**config.mk**
```make
export PLATFORM = sky130hd
export DESIGN_NAME = fetch_queue_flat
export DESIGN_NICKNAME = d
export VERILOG_FILES = /design/src/rtl/fetch_queue_if.sv /design/src/rtl/fetch_queue.sv /design/src/flat_wrapper.sv
export SDC_FILE = /design/constraint.sdc
export NUM_CORES = 2
export LEC_CHECK = 0
export ABC_CLOCK_PERIOD_IN_PS = 2500
export CORE_ASPECT_RATIO = 1.75
export CORE_MARGIN = 2
export CORE_UTILIZATION = 50
export CTS_BUF_LIST = sky130_fd_sc_hd__clkbuf_8 sky130_fd_sc_hd__clkbuf_16
export DETAILED_ROUTE_END_ITERATION = 10
export PLACE_DENSITY_LB_ADDON = 0.3
export SYNTH_ARGS = -nofsm -noshare
export SYNTH_HDL_FRONTEND = slang
export SYNTH_SLANG_ARGS = --single-unit
```
**constraint.sdc**
```tcl
create_clock -name clk -period 2.5 [get_ports clk]
set_input_delay 0.375 -clock clk [delete_from_list [all_inputs] [get_ports clk]]
set_output_delay 0.375 -clock clk [all_outputs]
set_load 0.02 [all_outputs]
```
**src/rtl/fetch_queue_if.sv**
```systemverilog
// Fetch-to-decode handshake bundle for fetch_queue: 2-wide enqueue from fetch, 2-wide dequeue view and pop from decode.
// ADDR_W defaults to CPU_ADDR_BITS (32 if the build does not define it).
`ifndef CPU_ADDR_BITS
`define CPU_ADDR_BITS 32
`endif

interface fetch_queue_if #(
  parameter int ADDR_W = `CPU_ADDR_BITS,
  parameter int INST_W = 32
);
  logic [1:0]        enq_val;
  logic [ADDR_W-1:0] enq_pc0;
  logic [ADDR_W-1:0] enq_pc1;
  logic [INST_W-1:0] enq_inst0;
  logic [INST_W-1:0] enq_inst1;
  logic              enq_rdy;
  logic [1:0]        deq_val;
  logic [ADDR_W-1:0] deq_pc0;
  logic [ADDR_W-1:0] deq_pc1;
  logic [INST_W-1:0] deq_inst0;
  logic [INST_W-1:0] deq_inst1;
  logic [1:0]        deq_pop;

  modport master (
    output enq_val, enq_pc0, enq_pc1, enq_inst0, enq_inst1, deq_pop,
    input  enq_rdy, deq_val, deq_pc0, deq_pc1, deq_inst0, deq_inst1
  );

  modport slave (
    input  enq_val, enq_pc0, enq_pc1, enq_inst0, enq_inst1, deq_pop,
    output enq_rdy, deq_val, deq_pc0, deq_pc1, deq_inst0, deq_inst1
  );
endinterface

```
**src/rtl/fetch_queue.sv**
```systemverilog
// 2-in/2-out circular instruction queue decoupling fetch from decode, cleared by ROB flush.
// Optional macro FETCH_QUEUE_BYPASS_EN: same-cycle pass-through of accepted enqueues when empty.
`ifndef CPU_ADDR_BITS
`define CPU_ADDR_BITS 32
`endif

module fetch_queue #(
  parameter int DEPTH  = 8,
  parameter int ADDR_W = `CPU_ADDR_BITS,
  parameter int INST_W = 32
) (
  input  logic                     clk,
  input  logic                     rst,
  input  logic                     flush,
  fetch_queue_if.slave             fq,
  output logic [$clog2(DEPTH):0]   occupancy
);

  localparam int PTR_W = $clog2(DEPTH);
  localparam int CNT_W = PTR_W + 1;
  localparam logic [CNT_W-1:0] RDY_MAX = CNT_W'(DEPTH - 2);

  logic [ADDR_W-1:0] pc_mem   [DEPTH];
  logic [INST_W-1:0] inst_mem [DEPTH];
  logic [PTR_W-1:0]  head_q, tail_q, head1, tail1;
  logic [CNT_W-1:0]  count_q;
  logic [1:0]        push_n, pop_n;
  logic              enq_rdy;
  logic [1:0]        deq_val;
  logic [ADDR_W-1:0] deq_pc0, deq_pc1;
  logic [INST_W-1:0] deq_inst0, deq_inst1;

  always_comb begin
    enq_rdy = (count_q <= RDY_MAX);
    head1   = head_q + PTR_W'(1);
    tail1   = tail_q + PTR_W'(1);

    // Flush drops the enqueue outright; slot1 alone is never a push.
    push_n = 2'd0;
    if (!flush && enq_rdy && fq.enq_val[0])
      push_n = fq.enq_val[1] ? 2'd2 : 2'd1;

    deq_val   = {count_q >= CNT_W'(2), count_q >= CNT_W'(1)};
    deq_pc0   = pc_mem[head_q];
    deq_pc1   = pc_mem[head1];
    deq_inst0 = inst_mem[head_q];
    deq_inst1 = inst_mem[head1];
`ifdef FETCH_QUEUE_BYPASS_EN
    if (count_q == '0) begin
      deq_val   = {push_n == 2'd2, push_n != 2'd0};
      deq_pc0   = fq.enq_pc0;
      deq_pc1   = fq.enq_pc1;
      deq_inst0 = fq.enq_inst0;
      deq_inst1 = fq.enq_inst1;
    end
`endif

    // Pops beyond the presented valids are silently ignored.
    pop_n = 2'd0;
    if (!flush && fq.deq_pop[0] && deq_val[0])
      pop_n = (fq.deq_pop[1] && deq_val[1]) ? 2'd2 : 2'd1;
  end

  assign fq.enq_rdy   = enq_rdy;
  assign fq.deq_val   = deq_val;
  assign fq.deq_pc0   = deq_pc0;
  assign fq.deq_pc1   = deq_pc1;
  assign fq.deq_inst0 = deq_inst0;
  assign fq.deq_inst1 = deq_inst1;
  assign occupancy    = count_q;

  always_ff @(posedge clk or negedge rst) begin
    if (!rst) begin
      head_q  <= '0;
      tail_q  <= '0;
      count_q <= '0;
      for (int i = 0; i < DEPTH; i++) begin
        pc_mem[i]   <= '0;
        inst_mem[i] <= '0;
      end
    end else if (flush) begin
      head_q  <= '0;
      tail_q  <= '0;
      count_q <= '0;
    end else begin
      if (push_n != 2'd0) begin
        pc_mem[tail_q]   <= fq.enq_pc0;
        inst_mem[tail_q] <= fq.enq_inst0;
      end
      if (push_n == 2'd2) begin
        pc_mem[tail1]   <= fq.enq_pc1;
        inst_mem[tail1] <= fq.enq_inst1;
      end
      tail_q  <= tail_q + PTR_W'(push_n);
      head_q  <= head_q + PTR_W'(pop_n);
      count_q <= count_q + CNT_W'(push_n) - CNT_W'(pop_n);
    end
  end

endmodule

```
**src/flat_wrapper.sv**
```systemverilog
// flat-port wrapper written by rule: the top's interface ports become plain ports
module fetch_queue_flat 
#(
  parameter int DEPTH  = 8,
  parameter int ADDR_W = `CPU_ADDR_BITS,
  parameter int INST_W = 32
)
  (clk, rst, flush, occupancy, fq_enq_val, fq_enq_pc0, fq_enq_pc1, fq_enq_inst0, fq_enq_inst1, fq_deq_pop, fq_enq_rdy, fq_deq_val, fq_deq_pc0, fq_deq_pc1, fq_deq_inst0, fq_deq_inst1);
  fetch_queue_if #(.ADDR_W(ADDR_W), .INST_W(INST_W)) fq_i ();
  input  logic clk;
  input  logic rst;
  input  logic flush;
  output logic [$clog2(DEPTH):0] occupancy;
  input wire logic [$bits(fq_i.enq_val)-1:0] fq_enq_val;
  input wire logic [$bits(fq_i.enq_pc0)-1:0] fq_enq_pc0;
  input wire logic [$bits(fq_i.enq_pc1)-1:0] fq_enq_pc1;
  input wire logic [$bits(fq_i.enq_inst0)-1:0] fq_enq_inst0;
  input wire logic [$bits(fq_i.enq_inst1)-1:0] fq_enq_inst1;
  input wire logic [$bits(fq_i.deq_pop)-1:0] fq_deq_pop;
  output wire logic [$bits(fq_i.enq_rdy)-1:0] fq_enq_rdy;
  output wire logic [$bits(fq_i.deq_val)-1:0] fq_deq_val;
  output wire logic [$bits(fq_i.deq_pc0)-1:0] fq_deq_pc0;
  output wire logic [$bits(fq_i.deq_pc1)-1:0] fq_deq_pc1;
  output wire logic [$bits(fq_i.deq_inst0)-1:0] fq_deq_inst0;
  output wire logic [$bits(fq_i.deq_inst1)-1:0] fq_deq_inst1;
  assign fq_i.enq_val = fq_enq_val;
  assign fq_i.enq_pc0 = fq_enq_pc0;
  assign fq_i.enq_pc1 = fq_enq_pc1;
  assign fq_i.enq_inst0 = fq_enq_inst0;
  assign fq_i.enq_inst1 = fq_enq_inst1;
  assign fq_i.deq_pop = fq_deq_pop;
  assign fq_enq_rdy = fq_i.enq_rdy;
  assign fq_deq_val = fq_i.deq_val;
  assign fq_deq_pc0 = fq_i.deq_pc0;
  assign fq_deq_pc1 = fq_i.deq_pc1;
  assign fq_deq_inst0 = fq_i.deq_inst0;
  assign fq_deq_inst1 = fq_i.deq_inst1;
  fetch_queue #(.DEPTH(DEPTH), .ADDR_W(ADDR_W), .INST_W(INST_W)) u_core (.clk(clk), .rst(rst), .flush(flush), .fq(fq_i), .occupancy(occupancy));
endmodule
```
After elaboration in Yosys (flattened, before gate mapping)
Cells that the tools add are included.
{"block": "word_totals", "reg_bits": 522, "inputBits": 135, "wordCells": 81}
{"block": "op_classes", "n_addsub": 6, "n_lt_le_gt_ge": 9, "n_eq_ne": 1, "muxes": 33, "bitwise_logic": 4, "n_reduce_logical": 9}
{"cell": "256-bit two-way mux", "n": 6}
{"cell": "256-bit bitwise mux", "n": 4}
{"cell": "32-bit binary-select mux with 3-bit select", "n": 4}
{"cell": "32-bit two-way mux", "n": 10}
{"cell": "32-bit demux with 3-bit select", "n": 2}
{"cell": "4-bit >= comparator, second input constant", "n": 4}
{"cell": "3-bit NOT with 4-bit output", "n": 4}
{"cell": "4-bit by 1-bit less-than comparator with 1-bit output, second input constant", "n": 2}
{"cell": "2-bit two-way mux", "n": 4}
{"cell": "1-bit logical AND", "n": 7}
{"cell": "3-bit by 1-bit adder with 3-bit output, second input constant", "n": 2}
{"cell": "3-bit by 2-bit adder with 3-bit output", "n": 2}
{"cell": "3-bit two-way mux", "n": 2}
{"cell": "4-bit by 2-bit adder with 4-bit output", "n": 1}
{"cell": "4-bit by 1-bit >= comparator with 1-bit output, second input constant", "n": 1}
{"cell": "4-bit by 2-bit >= comparator with 1-bit output, second input constant", "n": 1}
{"cell": "4-bit by 3-bit less-or-equal comparator with 1-bit output, second input constant", "n": 1}
{"cell": "4-bit two-way mux", "n": 1}
{"cell": "4-bit by 2-bit subtractor with 4-bit output", "n": 1}
{"cell": "2-bit equality test, second input constant", "n": 1}
{"cell": "2-bit nonzero test", "n": 1}
{"cell": "1-bit logical NOT", "n": 1}

Depth between registers and ports, before layout
{"block": "depth", "word_depth": 10, "mapped_depth": 13, "ltp_nobuf": 12}

Worst setup path before layout
OpenSTA, ideal clock, no wires.
{"block": "synth_path", "path_type": "flip-flop to flip-flop", "startpoint": "register u_core.count_q[3] (netlist: u_core.occupancy[3])", "endpoint": "register u_core.count_q[3] (netlist: u_core.occupancy[3])", "setup_time_ps": 131, "arrival_ps": 3011, "setup_slack_ps": -643, "stages_incl_launch_ff": 14, "n_path_buf": 1, "period_less_slack_ps": 3143, "cell_sequence": "dfrtp_1 -> inv_1 -> ha_1 -> and3_4 -> buf_6 -> nor2_1 -> nand4b_1 -> fa_1 -> inv_1 -> ha_1 -> a21o_1 -> a21oi_1 -> xnor2_1 -> nor2_1"}
{"block": "synth_between", "elab_chain_len": 7, "word_cells_on_any_way": 13, "cone_classes": "add/sub: 2; order compare: 3; mux: 4; reduce/logical: 4"}
{"item": "start: declaration", "line": "fetch_queue.sv:26", "rtl": "logic [CNT_W-1:0] count_q;"}
{"item": "start signal: assignment", "line": "fetch_queue.sv:96", "rtl": "count_q <= count_q + CNT_W'(push_n) - CNT_W'(pop_n);"}
{"item": "4-bit by 3-bit less-or-equal comparator with 1-bit output", "line": "fetch_queue.sv:34", "rtl": "enq_rdy = (count_q <= RDY_MAX);"}
{"item": "named net fq_enq_rdy", "line": "flat_wrapper.sv:20", "rtl": "output wire logic [$bits(fq_i.enq_rdy)-1:0] fq_enq_rdy;"}
{"item": "1-bit logical AND (2 in series)", "line": "fetch_queue.sv:40", "rtl": "if (!flush && enq_rdy && fq.enq_val[0])"}
{"item": "2-bit two-way mux", "line": "fetch_queue.sv:40"}
{"item": "4-bit by 2-bit adder with 4-bit output", "line": "fetch_queue.sv:96"}
{"item": "4-bit by 2-bit subtractor with 4-bit output", "line": "fetch_queue.sv:96"}
{"item": "4-bit two-way mux", "line": "fetch_queue.sv:81", "rtl": "end else if (flush) begin"}
The timed path passes the listed nets, and every way through them passes these cells.
A chain may end at the register's enable or synchronous reset.

Worst setup path after layout
{"block": "layout_path", "startpoint": "register u_core.head_q[1]", "endpoint": "output port fq_deq_inst1[1]"}
{"block": "layout_between", "elab_chain_len": 5}
{"item": "start: declaration", "line": "fetch_queue.sv:25", "rtl": "logic [PTR_W-1:0] head_q, tail_q, head1, tail1;"}
{"item": "start signal: assignment", "line": "fetch_queue.sv:95", "rtl": "head_q <= head_q + PTR_W'(pop_n);"}
{"item": "3-bit by 1-bit adder with 3-bit output", "line": "fetch_queue.sv:35", "rtl": "head1 = head_q + PTR_W'(1);"}
{"item": "3-bit NOT with 4-bit output (not written as such)", "line": "fetch_queue.sv:47", "rtl": "deq_inst1 = inst_mem[head1];"}
{"item": "32-bit binary-select mux with 3-bit select", "line": "fetch_queue.sv:47"}
{"item": "32-bit two-way mux (not written as such) (2 in series)", "line": "fetch_queue.sv:47"}
{"item": "end: declaration", "line": "flat_wrapper.sv:25", "rtl": "output wire logic [$bits(fq_i.deq_inst1)-1:0] fq_deq_inst1;"}
No other way between the ends. The select of a mux whose other input is x is not followed.

==> metrics.txt <==
sequential cell area fraction in the yosys report=41.5%; startpoint types=flip-flop; DRT Pass-1 Iters=6; largest net degree at the start of global routing=95; Final Wtd Congestion=0.885; I/O Buffers=269; FF+latch count, synth=522; Req. time, crit path=2120 ps; P&R area growth vs syn=31.5%; Final WS setup=-669 ps; setup total negative slack=-66290 ps; share of layout cells above drive strength 1=46.1%; Final Hold Viols=0; total gr overflow=0; vias in the first global route=27615; DRC=0; Max Clock Skew=23.7 ps; worst skew pair latency=640 ps; critical path type=flip-flop to primary output; Horiz. Die Dim=194 microns; Finished Layout Cells=3529; Initial Util=50.5%; Die ar.=65000 sq um; Final Power=44200 uW; vias per std cell=7.42; Die Y=336 microns; area of the mapped netlist=31500 sq um; run status=finished with violations; Post-synth EDFFs=0; Max Cap Viol=0; max_slew headroom=52.1%; CTS Buf Count=52; Data arrival, critical path=2790 ps; RSZ-0062 raised after global routing=true; root buffer cell=clkbuf_16; leading cell type in the layout, fill and taps excluded=dfrtp_1; core area=62200 sq um; I/O pins=270; DPL Wire Length=70500 microns; FP Rows=121; Sinks on Clock Net=522; dpl ws=-432 ps; Clock transition at path regs=60 ps; commonest non-fill, non-tap cells in the layout=516 x dfrtp_1, 513 x nand2b_1, 272 x o221a_2; Power per Cell Area=1070 nW/um^2; fill count=4327; worst-path fanout max=7; GRT Overall Usage=37.4%; failing checks=negative setup slack; maximum VDD drop=0.00102 V; CTS tree=yes; worst-case clock buffer depth=3; DP Area=36500 sq um; final wirelength=124000 microns; Synth Area per Inst=13.5 sq um; initial antenna violation count=15; period utilisation layout=127%; synth unique cells=38; warnings from Yosys=0; Iter 0 DRT Violations=3199; FF/Latch Area=13100 sq um; Worst Hold Class=primary input to asynchronous set/reset pin; ANT nets after route=0; first-pass GRT wire length=183000 microns; Slew @ Worst Pin=719 ps; Lkg Pwr=0.0159 uW; Post-synth ARST share=100%; predominant post-synthesis flop cell=dfrtp_1; Post-Syn Nets=2478; WL/cell=35.0 microns; post-placement cell count=3284; Multi-input gate area=17600 sq um; post-layout net count=2828; Post-Layout Inst Area=41400 sq um; crit path capture type=primary output; Final min period=3170 ps; via count=26178; fin. max-slew vios=0; Max H-tree Level=2; Max Clk Rate=0.316 GHz; Post-Synthesis Cells=2329; # setup viols final=130
==> where the power goes <==
group | total (uW) | internal [uW] | switching (uW)
clock | 8820 | 5140 | 3670
combinational | 21900 | 13000 | 8960
sequential | 13500 | 11000 | 2430
==> metrics by stage <==
stage,util [%],hold slack [ps]
5_1_grt,66.5,293
3_5_place_dp,58.6,335
6_report,66.5,266
4_1_cts,65.1,271
3_3_place_gp,58.6,334
2_1_floorplan,-,79.4
==> cell families after synthesis <==
| group | Yosys count | share of synthesized area, % |
|---|---|---|
| AOI/OAI and AO/OA | 524 | 18.6 |
| xor gates and xnor gates | 7 | 0.195 |
| adders and majority gates | 14 | 0.652 |
| buffers and inverters | 315 | 4.82 |
| DFF | 522 | 41.5 |
| muxes | 384 | 22.9 |
| and+or+nand+nor | 563 | 11.3 |
==> final timing paths <==
path	depth (start not counted)	to	slack [ps]	startpoint
worst max-delay path	7	fq_deq_inst1[1]	-670	u_core.head_q[1]$_DFF_PN0_
worst min-delay path	2	u_core.pc_mem[111]$_DFFE_PN0N_	270	rst
worst max register to register	12	u_core.occupancy[3]$_DFF_PN0_	-10	u_core.occupancy[3]$_DFF_PN0_
worst min register to register	1	u_core.pc_mem[37]$_DFFE_PN0N_	570	u_core.pc_mem[37]$_DFFE_PN0N_
max in group asynchronous	4	u_core.pc_mem[244]$_DFFE_PN0N_	1210	rst
min in group clk	3	u_core.inst_mem[200]$_DFFE_PN0N_	560	fq_enq_inst0[8]
==> layer usage <==
layer | up-vias | track usage [%] | part of all wire, %
met5 | - | 0 | 0.074
met4 | 16 | 25.0 | 7.0
met3 | 531 | 8.87 | 11
met2 | 2079 | 60.1 | 48
met1 | 13507 | 45.0 | 35
li1 | 10045 | - | -
==> layout make-up <==
type                       count  area share (%)
antenna                        7          0.0424
inverter                      10          0.0908
clock buffer                  64            3.60
timing repair buffer         601            18.8
clock inverter                34           0.968
multi-input combinational   1492            42.5
tap                          799            2.42
sequential                   522            31.6
==> cells in the mapped netlist (6+ instances only) <==
| cell type | n | area share [%] |
|---|---|---|
| o21bai_1 | 7 | 0.17 |
| buf_2 | 93 | 1.5 |
| clkbuf_1 | 100 | 1.2 |
| nor4_1 | 6 | 0.12 |
| dfrtp_1 | 522 | 42 |
| mux2_2 | 128 | 4.6 |
| mux4_2 | 256 | 18 |
| nand2b_1 | 514 | 10 |
| o221a_2 | 272 | 9.7 |
| ha_1 | 10 | 0.40 |
| nand2_1 | 6 | 0.072 |
| inv_1 | 10 | 0.12 |
| buf_1 | 83 | 0.99 |
| buf_6 | 29 | 1.0 |
| o221a_1 | 240 | 8.6 |
| nor2_1 | 8 | 0.095 |
==> repair_timing <==
| action | 4_1_cts | 5_1_grt |
|---|---|---|
| endpoints found under the hold margin | 37 | 0 |
| setup buffers | 70 | 40 |
| pin swaps | 2 | 5 |
| endpoints found under the setup margin | 435 | 276 |
| gates cloned | 38 | 8 |
| gates resized for setup | 830 | 190 |
| hold buffers | 1 | 0 |
==> critical path, stage by stage (launching register included) <==
cell     delay [ps]
dfrtp_4         510
ha_4            320
buf_12          150
buf_12          140
buf_6           100
mux4_2          490
mux2_4          290
buf_6           140
==> state kept, by name (all words and copies together), names as in the netlist <==
register	flops
u_core.inst_mem	256
u_core.pc_mem	256
u_core.occupancy	4
u_core.head_q	3
u_core.tail_q	3
No activity file was read; power rests on OpenSTA's default activity.
